**src/rtl/cart_loader_pkg.sv**
```systemverilog
// Shared types and constants for the UART cartridge image loader.
package cart_loader_pkg;

  typedef enum logic [2:0] {
    ST_IDLE   = 3'd0,
    ST_LEN_LO = 3'd1,
    ST_LEN_HI = 3'd2,
    ST_DATA   = 3'd3,
    ST_CSUM   = 3'd4,
    ST_RESP   = 3'd5,
    ST_HOLD   = 3'd6
  } state_e;

  localparam logic [7:0] HDR_BYTE = 8'h4C;
  localparam logic [7:0] ACK_BYTE = 8'h06;
  localparam logic [7:0] NAK_BYTE = 8'h15;

  // Running 8-bit payload checksum, wraps modulo 256.
  function automatic logic [7:0] csum_add(input logic [7:0] sum, input logic [7:0] b);
    return sum + b;
  endfunction

endpackage

```
**src/rtl/cart_loader_timer.sv**
```systemverilog
// Reloadable down-counter; expired_o is high whenever the count has reached zero.
module cart_loader_timer #(
  parameter int W = 24
) (
  input  logic         clk_i,
  input  logic         rstn_i,
  input  logic         load_i,
  input  logic [W-1:0] value_i,
  output logic         expired_o
);

  logic [W-1:0] r_cnt;

  // Count down to zero and stick there; a load always wins.
  always_ff @(posedge clk_i or negedge rstn_i) begin
    if (!rstn_i) begin
      r_cnt <= '0;
    end else if (load_i) begin
      r_cnt <= value_i;
    end else if (r_cnt != '0) begin
      r_cnt <= r_cnt - W'(1);
    end else begin
      r_cnt <= r_cnt;
    end
  end

  assign expired_o = (r_cnt == '0);

endmodule

```
**src/rtl/cart_loader.sv**
```systemverilog
// Frame parser writing a UART-delivered cartridge image into cartridge RAM.
// Define CART_LOADER_CHECKSUM_EN to require a trailing checksum byte per frame.
module cart_loader
  import cart_loader_pkg::*;
#(
  parameter int ADDR_W         = 13,
  parameter int DEPTH          = 8192,
  parameter int TIMEOUT_CYCLES = 8000000,
  parameter int RESET_HOLD     = 1024
) (
  input  logic              clk_i,
  input  logic              rstn_i,
  input  logic [7:0]        rx_byte_i,
  input  logic              rx_valid_i,
  output logic [7:0]        tx_byte_o,
  output logic              tx_valid_o,
  input  logic              tx_busy_i,
  output logic              mem_we_o,
  output logic [ADDR_W-1:0] mem_addr_o,
  output logic [7:0]        mem_data_o,
  output logic              c64_reset_o,
  output logic              cart_valid_o,
  output logic              busy_o
);

  localparam int TMR_MAX = (TIMEOUT_CYCLES > RESET_HOLD) ? TIMEOUT_CYCLES : RESET_HOLD;
  localparam int TMR_W   = $clog2(TMR_MAX + 1);
  // Loaded with N-1 so expiry is observed exactly N cycles after the load edge.
  localparam logic [TMR_W-1:0] TO_LOAD   = TMR_W'(TIMEOUT_CYCLES - 1);
  localparam logic [TMR_W-1:0] HOLD_LOAD = TMR_W'(RESET_HOLD - 1);
  localparam logic [16:0]      DEPTH_L   = 17'(DEPTH);

  state_e            r_state, w_state_nxt;
  logic [15:0]       r_len, w_len_nxt;
  logic [ADDR_W-1:0] r_addr, w_addr_nxt;
  logic [7:0]        r_sum, w_sum_nxt;
  logic [7:0]        r_resp, w_resp_nxt;
  logic [7:0]        r_tx_byte, w_tx_byte_nxt;
  logic              r_tx_valid, w_tx_valid_nxt;
  logic              r_mem_we, w_mem_we_nxt;
  logic [ADDR_W-1:0] r_mem_addr, w_mem_addr_nxt;
  logic [7:0]        r_mem_data, w_mem_data_nxt;
  logic              r_c64_reset, w_c64_reset_nxt;
  logic              r_cart_valid, w_cart_valid_nxt;
  logic              r_busy, w_busy_nxt;
  logic              w_tmr_load, w_expired;
  logic [TMR_W-1:0]  w_tmr_value;
  logic [15:0]       w_len_full;
  logic              w_last;

  assign w_len_full = {rx_byte_i, r_len[7:0]};
  assign w_last     = (16'(r_addr) == (r_len - 16'd1));

  cart_loader_timer #(.W(TMR_W)) u_timer (
    .clk_i     (clk_i),
    .rstn_i    (rstn_i),
    .load_i    (w_tmr_load),
    .value_i   (w_tmr_value),
    .expired_o (w_expired)
  );

  // Next-state and next-output decode for the frame parser.
  always_comb begin
    w_state_nxt      = r_state;
    w_len_nxt        = r_len;
    w_addr_nxt       = r_addr;
    w_sum_nxt        = r_sum;
    w_resp_nxt       = r_resp;
    w_tx_byte_nxt    = r_tx_byte;
    w_tx_valid_nxt   = 1'b0;
    w_mem_we_nxt     = 1'b0;
    w_mem_addr_nxt   = r_mem_addr;
    w_mem_data_nxt   = r_mem_data;
    w_c64_reset_nxt  = r_c64_reset;
    w_cart_valid_nxt = r_cart_valid;
    w_tmr_load       = 1'b0;
    w_tmr_value      = TO_LOAD;
    case (r_state)
      ST_IDLE: begin
        if (rx_valid_i && (rx_byte_i == HDR_BYTE)) begin
          w_state_nxt      = ST_LEN_LO;
          w_c64_reset_nxt  = 1'b1;
          w_cart_valid_nxt = 1'b0;
          w_tmr_load       = 1'b1;
        end else begin
          w_state_nxt = ST_IDLE;
        end
      end
      ST_LEN_LO: begin
        if (rx_valid_i) begin
          w_len_nxt   = {r_len[15:8], rx_byte_i};
          w_state_nxt = ST_LEN_HI;
          w_tmr_load  = 1'b1;
        end else if (w_expired) begin
          w_resp_nxt  = NAK_BYTE;
          w_state_nxt = ST_RESP;
        end else begin
          w_state_nxt = ST_LEN_LO;
        end
      end
      ST_LEN_HI: begin
        if (rx_valid_i) begin
          w_len_nxt  = w_len_full;
          w_tmr_load = 1'b1;
          if ((w_len_full == 16'd0) || ({1'b0, w_len_full} > DEPTH_L)) begin
            w_resp_nxt  = NAK_BYTE;
            w_state_nxt = ST_RESP;
          end else begin
            w_addr_nxt  = '0;
            w_sum_nxt   = 8'd0;
            w_state_nxt = ST_DATA;
          end
        end else if (w_expired) begin
          w_resp_nxt  = NAK_BYTE;
          w_state_nxt = ST_RESP;
        end else begin
          w_state_nxt = ST_LEN_HI;
        end
      end
      ST_DATA: begin
        if (rx_valid_i) begin
          w_mem_we_nxt   = 1'b1;
          w_mem_addr_nxt = r_addr;
          w_mem_data_nxt = rx_byte_i;
          w_sum_nxt      = csum_add(r_sum, rx_byte_i);
          w_tmr_load     = 1'b1;
          // Counter stops on the last byte so it never passes DEPTH-1.
          if (w_last) begin
`ifdef CART_LOADER_CHECKSUM_EN
            w_state_nxt = ST_CSUM;
`else
            w_resp_nxt  = ACK_BYTE;
            w_state_nxt = ST_RESP;
`endif
          end else begin
            w_addr_nxt = r_addr + ADDR_W'(1);
          end
        end else if (w_expired) begin
          w_resp_nxt  = NAK_BYTE;
          w_state_nxt = ST_RESP;
        end else begin
          w_state_nxt = ST_DATA;
        end
      end
`ifdef CART_LOADER_CHECKSUM_EN
      ST_CSUM: begin
        if (rx_valid_i) begin
          w_resp_nxt  = (rx_byte_i == r_sum) ? ACK_BYTE : NAK_BYTE;
          w_state_nxt = ST_RESP;
        end else if (w_expired) begin
          w_resp_nxt  = NAK_BYTE;
          w_state_nxt = ST_RESP;
        end else begin
          w_state_nxt = ST_CSUM;
        end
      end
`endif
      ST_RESP: begin
        if (!tx_busy_i) begin
          w_tx_valid_nxt = 1'b1;
          w_tx_byte_nxt  = r_resp;
          if (r_resp == ACK_BYTE) begin
            w_state_nxt      = ST_HOLD;
            w_cart_valid_nxt = 1'b1;
            w_tmr_load       = 1'b1;
            w_tmr_value      = HOLD_LOAD;
          end else begin
            w_state_nxt     = ST_IDLE;
            w_c64_reset_nxt = 1'b0;
          end
        end else begin
          w_state_nxt = ST_RESP;
        end
      end
      ST_HOLD: begin
        if (w_expired) begin
          w_state_nxt     = ST_IDLE;
          w_c64_reset_nxt = 1'b0;
        end else begin
          w_state_nxt = ST_HOLD;
        end
      end
      default: begin
        w_state_nxt     = ST_IDLE;
        w_c64_reset_nxt = 1'b0;
      end
    endcase
    w_busy_nxt = (w_state_nxt != ST_IDLE);
  end

  // State, datapath and output registers.
  always_ff @(posedge clk_i or negedge rstn_i) begin
    if (!rstn_i) begin
      r_state      <= ST_IDLE;
      r_len        <= 16'd0;
      r_addr       <= '0;
      r_sum        <= 8'd0;
      r_resp       <= 8'd0;
      r_tx_byte    <= 8'd0;
      r_tx_valid   <= 1'b0;
      r_mem_we     <= 1'b0;
      r_mem_addr   <= '0;
      r_mem_data   <= 8'd0;
      r_c64_reset  <= 1'b0;
      r_cart_valid <= 1'b0;
      r_busy       <= 1'b0;
    end else begin
      r_state      <= w_state_nxt;
      r_len        <= w_len_nxt;
      r_addr       <= w_addr_nxt;
      r_sum        <= w_sum_nxt;
      r_resp       <= w_resp_nxt;
      r_tx_byte    <= w_tx_byte_nxt;
      r_tx_valid   <= w_tx_valid_nxt;
      r_mem_we     <= w_mem_we_nxt;
      r_mem_addr   <= w_mem_addr_nxt;
      r_mem_data   <= w_mem_data_nxt;
      r_c64_reset  <= w_c64_reset_nxt;
      r_cart_valid <= w_cart_valid_nxt;
      r_busy       <= w_busy_nxt;
    end
  end

  assign tx_byte_o    = r_tx_byte;
  assign tx_valid_o   = r_tx_valid;
  assign mem_we_o     = r_mem_we;
  assign mem_addr_o   = r_mem_addr;
  assign mem_data_o   = r_mem_data;
  assign c64_reset_o  = r_c64_reset;
  assign cart_valid_o = r_cart_valid;
  assign busy_o       = r_busy;

endmodule

```
**config.mk**
```make
export PLATFORM = sky130hd
export DESIGN_NAME = cart_loader
export DESIGN_NICKNAME = d
export VERILOG_FILES = /design/src/rtl/cart_loader_pkg.sv /design/src/rtl/cart_loader_timer.sv /design/src/rtl/cart_loader.sv
export SDC_FILE = /design/constraint.sdc
export NUM_CORES = 1
export LEC_CHECK = 0
export BUFFER_PORTS_ARGS = -buffer_cell sky130_fd_sc_hd__buf_2
export CAP_MARGIN = 30
export CORE_MARGIN = 2
export CORE_UTILIZATION = 53
export CTS_CLUSTER_SIZE = 16
export DETAILED_ROUTE_END_ITERATION = 7
export PLACE_DENSITY = 0.75
export SLEW_MARGIN = 10
export SYNTH_ARGS = -nofsm -noshare
export SYNTH_HDL_FRONTEND = slang
export SYNTH_SLANG_ARGS = --single-unit
```
**constraint.sdc**
```tcl
create_clock -name clk_i -period 2.8 [get_ports clk_i]
set_clock_uncertainty 0.15 [all_clocks]
set_input_delay 0.56 -clock clk_i [delete_from_list [all_inputs] [get_ports clk_i]]
set_output_delay 0.56 -clock clk_i [all_outputs]
set_load 0.02 [all_outputs]
```
==> out/results.txt <==
Status: finished, violations left
Violated checks: setup timing
GRT Overall Usage: 0.250
Post-layout util: 0.671
Grt ovf: 0
Fmax achieved: 347 MHz
Critical Path RT: 2.94 ns
Die height: 99.6 um
Initial Utilization: 0.550
EDFF count, synth: 0
Area of the multi-input gates: 2400 um^2
Nets: 600
Max clock buf depth: 2
Vias/cell: 5.75
CP Capture Type: register
Reg2reg path depth: 9
Post-route cell area: 5910 um^2
Placer Congestion: 0.892
# setup viols final: 14
Reg area: 2430 um^2
Placed cell count: 680
Highest ir drop seen on vdd: 0.421 mV
Critical path type: register to register
Clock buffer count from CTS: 9
First-pass GRT wire length: 19,800 um
R2r startpoint: r_len[6]
Slew HR: 0.596
Least-Margin Pin Slew: 0.605 ns
Clk root buf: clkbuf_8
Fillers: 701
Max Slew Vio Count: 0
PD cells: 759 nW/um^2
CP endpoint: r_addr[11]
Total Wirelength: 11,400 um
Setup crit start kind: register
Vias in the first global route: 4,118
Largest cells by area after synthesis: dfrtp_1, nand2_1, mux2_2
Post-synthesis instance total: 490
Syn nets: 505
Critical Path Start: r_len[6]
DIE AREA: 9920 um^2
Worst reg2reg endpoint: r_addr[11]
Slack of the critical path: -0.0805 ns
Top-area cell type share of the netlist area: 0.501
Drt initial violations: 189
Largest net degree at the start of global routing: 45
Initial antenna violation count: 0
Proportion of layout cells with a drive suffix above 1: 0.302
Final period utilization: 1.03
Fin. Hold Viols: 0
Drt first pass iters: 5
CTS H-tree depth: 3
Post-synth ARST share: 1.00
Lkg Pwr: 0.00269 uW
Register area share after synthesis: 0.501
Drt wl/cell: 16.3 um
Cell Area, Placed: 5570 um^2
Register bit total from synthesis: 97
CP arrival: 3.02 ns
Worst-Skew Late Latency: 0.36 ns
Final Non-Filler Cells: 698
Ys Warns: 0
Commonest non-fill, non-tap cell in the layout: dfrtp_1
Area Overhead vs Synth: 22.0%
RSZ-0062 raised after global routing: true
Synth Flop Type: dfrtp_1
Diodes inserted: 0
Crit-path max FO: 5
Port Buf Inserts: 45
Yosys cell types: 64
Commonest cells after routing, fill and taps aside: dfrtp_1, nand2_1, buf_4, buf_2, xnor2_1
Rows: 34
Class of the worst hold path: input pin to asynchronous set/reset pin
Max_cap viols: 0
Antenna Nets Post-Route: 0
Post-DP HPWL: 8250 um
CTS sink cnt: 97
Post-Syn Area per Cell: 9.88 um^2
Post-Syn Area: 4840 um^2
Post-route DRC violation count: 0
Cell taking the most area after synthesis: dfrtp_1
Core Region: 8810 um^2
Hold slack: 0.0388 ns
Clock transition at path regs: 0.10 ns
Dpl ws: -0.175 ns
CTS tree: done
I/O pins: 46
DR vias: 4,014
R2r setup slk: -0.08 ns
Min Clock Period, post-route: 2.88 ns
Die X: 99.6 um
[routing by layer]
layer  vias up  global-route usage  wire length, um
li1       1919                   -                -
met1      1968               0.314             4980
met2       104               0.435             5760
met3        23              0.0436              419
met4         0              0.0917              249
met5         -                   0                0
[cells in the mapped netlist, drive strengths merged, types with 10 or more instances]
cell type,count
nand2,91
mux2,21
or3,14
a21oi,18
nor2,24
nand3,15
nor3,18
dfrtp,97
xnor2,22
inv,10
o21ai,27
clkbuf,12
[cells by family (layout without fill, tap and decap cells)]
family | count (synthesis) | in the layout | share of synthesized area
DFF | 97 | 97 | 0.501
and+or+nand+nor | 228 | 228 | 0.250
muxes | 25 | 25 | 0.0571
buffers and inverters | 29 | 129 | 0.0256
AOI/OAI and AO/OA | 78 | 78 | 0.104
adders and majority gates | 3 | 3 | 0.00775
xor gates and xnor gates | 30 | 30 | 0.0542
[state kept, by name, summed over array words and instances, names as in the netlist, 3 cells and up]
register       count
r_len             16
u_timer.r_cnt     23
r_addr            13
r_resp             8
mem_data_o         8
mem_addr_o        13
tx_byte_o          8
r_state            3
[repair_timing]
| action | in CTS | in global routing |
|---|---|---|
| setup endpoints to repair | 25 | 28 |
| hold buffers | 0 | 0 |
| setup buffers | 2 | 1 |
| pin swaps | 14 | 0 |
| resized for setup | 15 | 11 |
[through the flow]
step,setup TNS [ns],total power [uW]
global route,-2.88,4770
finish,-0.399,4490
floorplan,0,2890
detailed placement,-1.41,3500
CTS,-0.386,4490
global placement,-0.404,3420
[where the power goes]
group          total [uW]  switching [uW]  leakage [uW]  internal, uW
sequential           1950             280       0.00123          1670
clock                 964             531      0.000101           433
combinational        1570             805       0.00136           765
[worst max-delay path: stages, from the launching register on]
cell and delay (ns):
dfrtp_1 0.39, or4_4 0.58, nor4_4 0.33, xor2_1 0.19, o31ai_1 0.11, o211ai_2 0.19
buf_4 0.15, o21ai_4 0.07, or4_1 0.51, a21oi_1 0.14
[area by class of cell]
class | instances | area share
Clock buffer | 9 | 0.0210
Clock inverter | 7 | 0.0148
Inverter | 10 | 0.00635
Multi-Input combinational cell | 364 | 0.406
Sequential cell | 97 | 0.411
Tap cell | 108 | 0.0229
Timing Repair Buffer | 103 | 0.118
[worst min-delay path by stage]
stage | start | end | slack (ns) | cells past startpoint
2_1_floorplan | rstn_i | busy_o | 0.11 | 0
5_1_grt | rstn_i | mem_data_o[2] | 0.06 | 1
3_3_place_gp | mem_addr_o[12] | mem_addr_o[12] | 0.30 | 2
3_5_place_dp | mem_addr_o[1] | mem_addr_o[1] | 0.31 | 2
6_report | rstn_i | mem_data_o[4] | 0.04 | 1
4_1_cts | rstn_i | mem_data_o[4] | 0.05 | 1
No activity file was read; power rests on OpenSTA's default activity.
